<file path="config.mk">
export PLATFORM = sky130hd
export DESIGN_NAME = dual_issue_ctrl
export DESIGN_NICKNAME = d
export VERILOG_FILES = /design/src/rtl/dual_issue_ctrl.sv
export SDC_FILE = /design/constraint.sdc
export NUM_CORES = 1
export LEC_CHECK = 0
export CORE_MARGIN = 5
export CORE_UTILIZATION = 49
export CTS_BUF_LIST = sky130_fd_sc_hd__clkbuf_2 sky130_fd_sc_hd__clkbuf_4 sky130_fd_sc_hd__clkbuf_8
export CTS_CLUSTER_SIZE = 30
export DETAILED_ROUTE_END_ITERATION = 8
export HOLD_SLACK_MARGIN = 0.06
export PLACE_DENSITY = 0.95
export SYNTH_ARGS = -nofsm -noshare
export SYNTH_HDL_FRONTEND = slang
export SYNTH_SLANG_ARGS = --single-unit
</file>
<file path="constraint.sdc">
create_clock -name clk -period 6.9 [get_ports clk]
set_input_delay 1.38 -clock clk [delete_from_list [all_inputs] [get_ports clk]]
set_output_delay 1.38 -clock clk [all_outputs]
set_load 0.005 [all_outputs]
</file>
<file path="src/rtl/dual_issue_ctrl.sv">
// Dual-issue ID-stage controller.
// The ID stage holds an instruction pair: lane A is the older instruction and lane B the younger.
// The controller chooses between dual issue, a split issue (A now, B on the next cycle) and a
// load-use stall. It also flushes the pipeline when EX resolves a taken branch or jump.
module dual_issue_ctrl #(
   parameter int CNT_W = 16
) (
   input  logic             clk,
   input  logic             rst,
   input  logic             ifid_valid,
   input  logic [6:0]       a_op,
   input  logic [4:0]       a_rd,
   input  logic [4:0]       a_rs1,
   input  logic [4:0]       a_rs2,
   input  logic [6:0]       b_op,
   input  logic [4:0]       b_rd,
   input  logic [4:0]       b_rs1,
   input  logic [4:0]       b_rs2,
   input  logic             idex_a_load,
   input  logic [4:0]       idex_a_rd,
   input  logic             idex_b_load,
   input  logic [4:0]       idex_b_rd,
   input  logic             redirect,
   output logic             issue_a,
   output logic             issue_b,
   output logic             ifid_hold,
   output logic             idex_bubble,
   output logic             flush,
   output logic [1:0]       state,
   output logic [CNT_W-1:0] stall_cnt,
   output logic [CNT_W-1:0] split_cnt
);

   localparam logic [6:0] OP_LOAD   = 7'b0000011;
   localparam logic [6:0] OP_STORE  = 7'b0100011;
   localparam logic [6:0] OP_BRANCH = 7'b1100011;
   localparam logic [6:0] OP_JAL    = 7'b1101111;
   localparam logic [6:0] OP_IMM    = 7'b0010011;
   localparam logic [6:0] OP_REG    = 7'b0110011;

   typedef enum logic [1:0] {
      PAIR   = 2'd0,
      B_ONLY = 2'd1,
      FLUSH  = 2'd2,
      RSVD   = 2'd3
   } state_t;

   state_t state_q, state_d;

   logic haz_a, haz_b, split;

   // Lane B's destination never feeds a decision: nothing inside the pair is younger than B.
   logic unused_b_rd;
   assign unused_b_rd = ^b_rd;

   function automatic logic uses_rs1(input logic [6:0] op);
      return (op == OP_REG) || (op == OP_IMM) || (op == OP_LOAD) ||
             (op == OP_STORE) || (op == OP_BRANCH);
   endfunction

   function automatic logic uses_rs2(input logic [6:0] op);
      return (op == OP_REG) || (op == OP_STORE) || (op == OP_BRANCH);
   endfunction

   function automatic logic is_mem(input logic [6:0] op);
      return (op == OP_LOAD) || (op == OP_STORE);
   endfunction

   // The caller guarantees that rd belongs to a writer. Writes to x0 never create a dependency.
   function automatic logic src_match(input logic [6:0] op, input logic [4:0] rs1,
                                      input logic [4:0] rs2, input logic [4:0] rd);
      return (rd != '0) && ((uses_rs1(op) && (rs1 == rd)) || (uses_rs2(op) && (rs2 == rd)));
   endfunction

   // Hazard and split detection. A LOAD in ID/EX is always a writer.
   always_comb begin
      haz_a = (idex_a_load && src_match(a_op, a_rs1, a_rs2, idex_a_rd)) ||
              (idex_b_load && src_match(a_op, a_rs1, a_rs2, idex_b_rd));
      haz_b = (idex_a_load && src_match(b_op, b_rs1, b_rs2, idex_a_rd)) ||
              (idex_b_load && src_match(b_op, b_rs1, b_rs2, idex_b_rd));
      split = ((a_op == OP_LOAD) && src_match(b_op, b_rs1, b_rs2, a_rd)) ||
              (is_mem(a_op) && is_mem(b_op)) ||
              (a_op == OP_BRANCH) || (a_op == OP_JAL);
   end

   // Next-state and issue decisions. Reset overrides redirect, and redirect overrides everything else.
   always_comb begin
      issue_a     = 1'b0;
      issue_b     = 1'b0;
      ifid_hold   = 1'b0;
      idex_bubble = 1'b1;
      flush       = 1'b0;
      state_d     = state_q;
      if (rst) begin
         state_d = PAIR;
      end else if (redirect) begin
         flush   = 1'b1;
         state_d = FLUSH;
      end else begin
         case (state_q)
            PAIR: begin
               if (!ifid_valid) begin
                  state_d = PAIR;
               end else if (haz_a) begin
                  ifid_hold = 1'b1;
               end else if (haz_b || split) begin
                  issue_a   = 1'b1;
                  ifid_hold = 1'b1;
                  state_d   = B_ONLY;
               end else begin
                  issue_a     = 1'b1;
                  issue_b     = 1'b1;
                  idex_bubble = 1'b0;
               end
            end
            B_ONLY: begin
               if (haz_b) begin
                  ifid_hold = 1'b1;
               end else begin
                  issue_b = 1'b1;
                  state_d = PAIR;
               end
            end
            default: begin
               // FLUSH and the unencoded value both drop the wrong-path pair.
               state_d = PAIR;
            end
         endcase
      end
   end

   // State register.
   always_ff @(posedge clk) begin
      if (rst) state_q <= PAIR;
      else     state_q <= state_d;
   end

   assign state = state_q;

   // Saturating counters: full-stall cycles and PAIR->B_ONLY splits.
   always_ff @(posedge clk) begin
      if (rst) begin
         stall_cnt <= '0;
         split_cnt <= '0;
      end else begin
         if (ifid_hold && !issue_a && !issue_b && (stall_cnt != '1))
            stall_cnt <= stall_cnt + CNT_W'(1);
         if ((state_q == PAIR) && (state_d == B_ONLY) && (split_cnt != '1))
            split_cnt <= split_cnt + CNT_W'(1);
      end
   end

endmodule

</file>
==> results.cfg <==
[finish]
syn_to_final_growth_pct = 40.1
diodes = 0
final_cell_area_sq_um = 3620
layout.nets = 475
final_util = 0.708
drive_gt1_frac = 0.0604

[clock_tree]
cts_tree = yes
cts-hold-fix-buffers = 0
htreeDepth = 2
cts_setup_buffers = 0
clk_pin_slew_ns = 0.07
cts.sinks = 34
clkLatencyLatePin_ns = 0.29
cts_resized = 0
clockBufferDepth = 2
root_buffer = clkbuf_8
numCtsBuffers = 5

[power_and_ir_drop]
leakage_nw = 1.24
vdd_drop_max_uv = 129
power.density_nw_per_um2 = 124

[floorplanning]
rows = 26
die_height_microns = 82.6
core_sq_um = 5110
fp.dieW_microns = 82.6
dieArea_sq_um = 6820
pin_count = 99
initial_utilization = 0.505

[logic_synthesis]
syn_nets = 393
synth.area.top_cells = dfxtp_1 26%, xnor2_1 11%, xor2_1 9.2%, nor2_1 4.8%, nand2_1 4.2%
yosys_warnings = 0
synth_top_cell_by_area = dfxtp_1
yosysTopAreaCellShare = 0.264
netlist_area_sq_um = 2580
ys_ff_latch = 34
yosys.cell_types.count = 53
synth_most_common_cell = dfxtp_1
ys.flop_type = dfxtp_1
ys_seq_area_frac = 0.264
synthCells = 331
async_reset_ff_frac = 0
netlist_top_cells_count = 34 x dfxtp_1, 33 x nor2_1, 32 x xnor2_1
syn_avg_cell_area_sq_um = 7.80
synth_edf_count = 0

[worst_setup_path]
max_stage_delay_ns = 0.64
crit_required_ns = 5.52
cp_cell_sequence = clkdlybuf4s50_1, or4_1, o21a_1, and2_1, a32o_1, a2bb2oi_2, a21oi_1, clkdlybuf4s50_1
crit_type = in2out
crit_fanout = 19
worstSetupStartpointType = input port
cpLargestDelayFamily = compound AO/OA/AOI/OAI gates
end_kind = output pin
crit_arrival_ns = 4.38
crit_buf_inv = 2
cp_common_cell = clkdlybuf4s50_1
cp_slowest_cell = a2bb2oi_2

[placed_design]
port_buffers = 93
gp_congestion = 0.872
dp_slack_ns = 1.16
detailed_place.area_sq_um = 3520
hpwl_mm = 5.98

[global_route]
overflow = 0
grt_pass1_vias = 2740
grt_antenna_before_repair = 0
grt_pass1_wl_mm = 12.5
grt_max_degree = 44
track_usage = 0.235

[route]
wl_met3_microns = 806
routed_wl_mm = 7.78
wl_met1_mm = 3.10
firstDrtPassIters = 4
met2WireLength_mm = 3.75
drc = 0
drt_iter0_markers = 70
top_layer = met4
post_drt_wl_per_cell_microns = 16.1
num_vias = 2752
via_per_inst = 5.69
final_antenna_net_count = 0

[sta]
fin_crit_sh = 0.835
finalHoldViolations = 0
fmax_mhz = 174
timing.setup.tns_ns = 0
rsz0062_at_grt = no
max_slew_margin = 0.303
fin_worst_skew_ns = 0.00288
worstMarginPinSlew_ns = 1.04
maxSlewViolCount = 0
setup_slack_ns = 1.14
period_minus_slack_ns = 5.76
setup_violations = 0

[hold_path]
min_path_type = reg2reg

[flow_run]
cap_violations = 0

[status]
status = finished, final reports clean
## logic make-up (layout without fill, tap and decap cells)
| family | after synthesis | in the layout | share of synthesized area |
|---|---|---|---|
| AOI/OAI and AO/OA | 43 | 43 | 0.129 |
| buffers and inverters | 22 | 105 | 0.0378 |
| and+or+nand+nor | 165 | 165 | 0.334 |
| DFF | 34 | 34 | 0.264 |
| xor gates and xnor gates | 59 | 59 | 0.200 |
| adders and majority gates | 2 | 2 | 0.00969 |
| muxes | 6 | 6 | 0.0262 |
## final timing paths
| kind | slack (ns) | start | cells past startpoint | to |
|---|---|---|---|---|
| setup / recovery | 1.14 | idex_b_rd[1] | 8 | ifid_hold |
| hold / removal | 0.49 | stall_cnt[11] | 2 | stall_cnt[11] |
| setup reg to reg | 4.55 | split_cnt[6] | 7 | split_cnt[4] |
| hold reg to reg | 0.49 | stall_cnt[11] | 2 | stall_cnt[11] |
## metrics by stage
stage | cells | power (mW) | hold WS, ns
after floorplan | 331 | 0.248 | 0.466
after global placement | 476 | 0.292 | 0.466
after detailed placement | 476 | 0.295 | 0.469
after CTS | 484 | 0.450 | 0.485
after global routing | 484 | 0.466 | 0.526
final | 484 | 0.448 | 0.485
## state kept, by name (all words and copies together), names as in the netlist
signal / count
stall_cnt: 16
split_cnt: 16
state: 2
## cell usage in the layout (no fill, tap or decap), types with 4 or more instances in the layout
cell             count
o21ai_1              4
clkdlybuf4s50_1     93
nor3b_1              4
and2_1               5
nor2b_1             10
mux2_2               6
nor2_1              33
or3_1                4
nand3_1             14
nor4_1               7
a21oi_1              8
dfxtp_1             34
o21ai_0              5
nand2_1             29
clkbuf_8             6
nand2b_1             4
xnor2_1             32
or4_1                4
nor3_1              18
nand4_1             13
xor2_1              27
and3_1              11
## routing by layer
layer / global-route usage / up-vias
met5: 0 / -
met4: 0.0735 / 0
met3: 0.0683 / 15
met2: 0.419 / 123
met1: 0.267 / 1282
li1: - / 1332
## cell type report
| cell class | instances | area [sq um] |
|---|---|---|
| clock buffers | 7 | 90.1 |
| well taps | 70 | 87.6 |
| clock inverters | 1 | 5.00 |
| multi-input cells | 275 | 1800 |
| inverters | 3 | 11.3 |
| fillers | 376 | 1490 |
| flip-flops and latches | 34 | 681 |
| repair buffers | 94 | 938 |
## tightest hold or removal path, stage by stage, from the launching register on
cell and delay (ns):
dfxtp_1 0.33, nand2_1 0.06, o21ai_1 0.05
## report_power, final
part           internal (mW)  switching [mW]  total [mW]  leakage (nW)
clock                 0.0844          0.0729       0.157        0.0517
sequential             0.196        0.000332       0.197         0.274
combinational         0.0516          0.0426      0.0942         0.919
(Power assumes the default switching activity.)
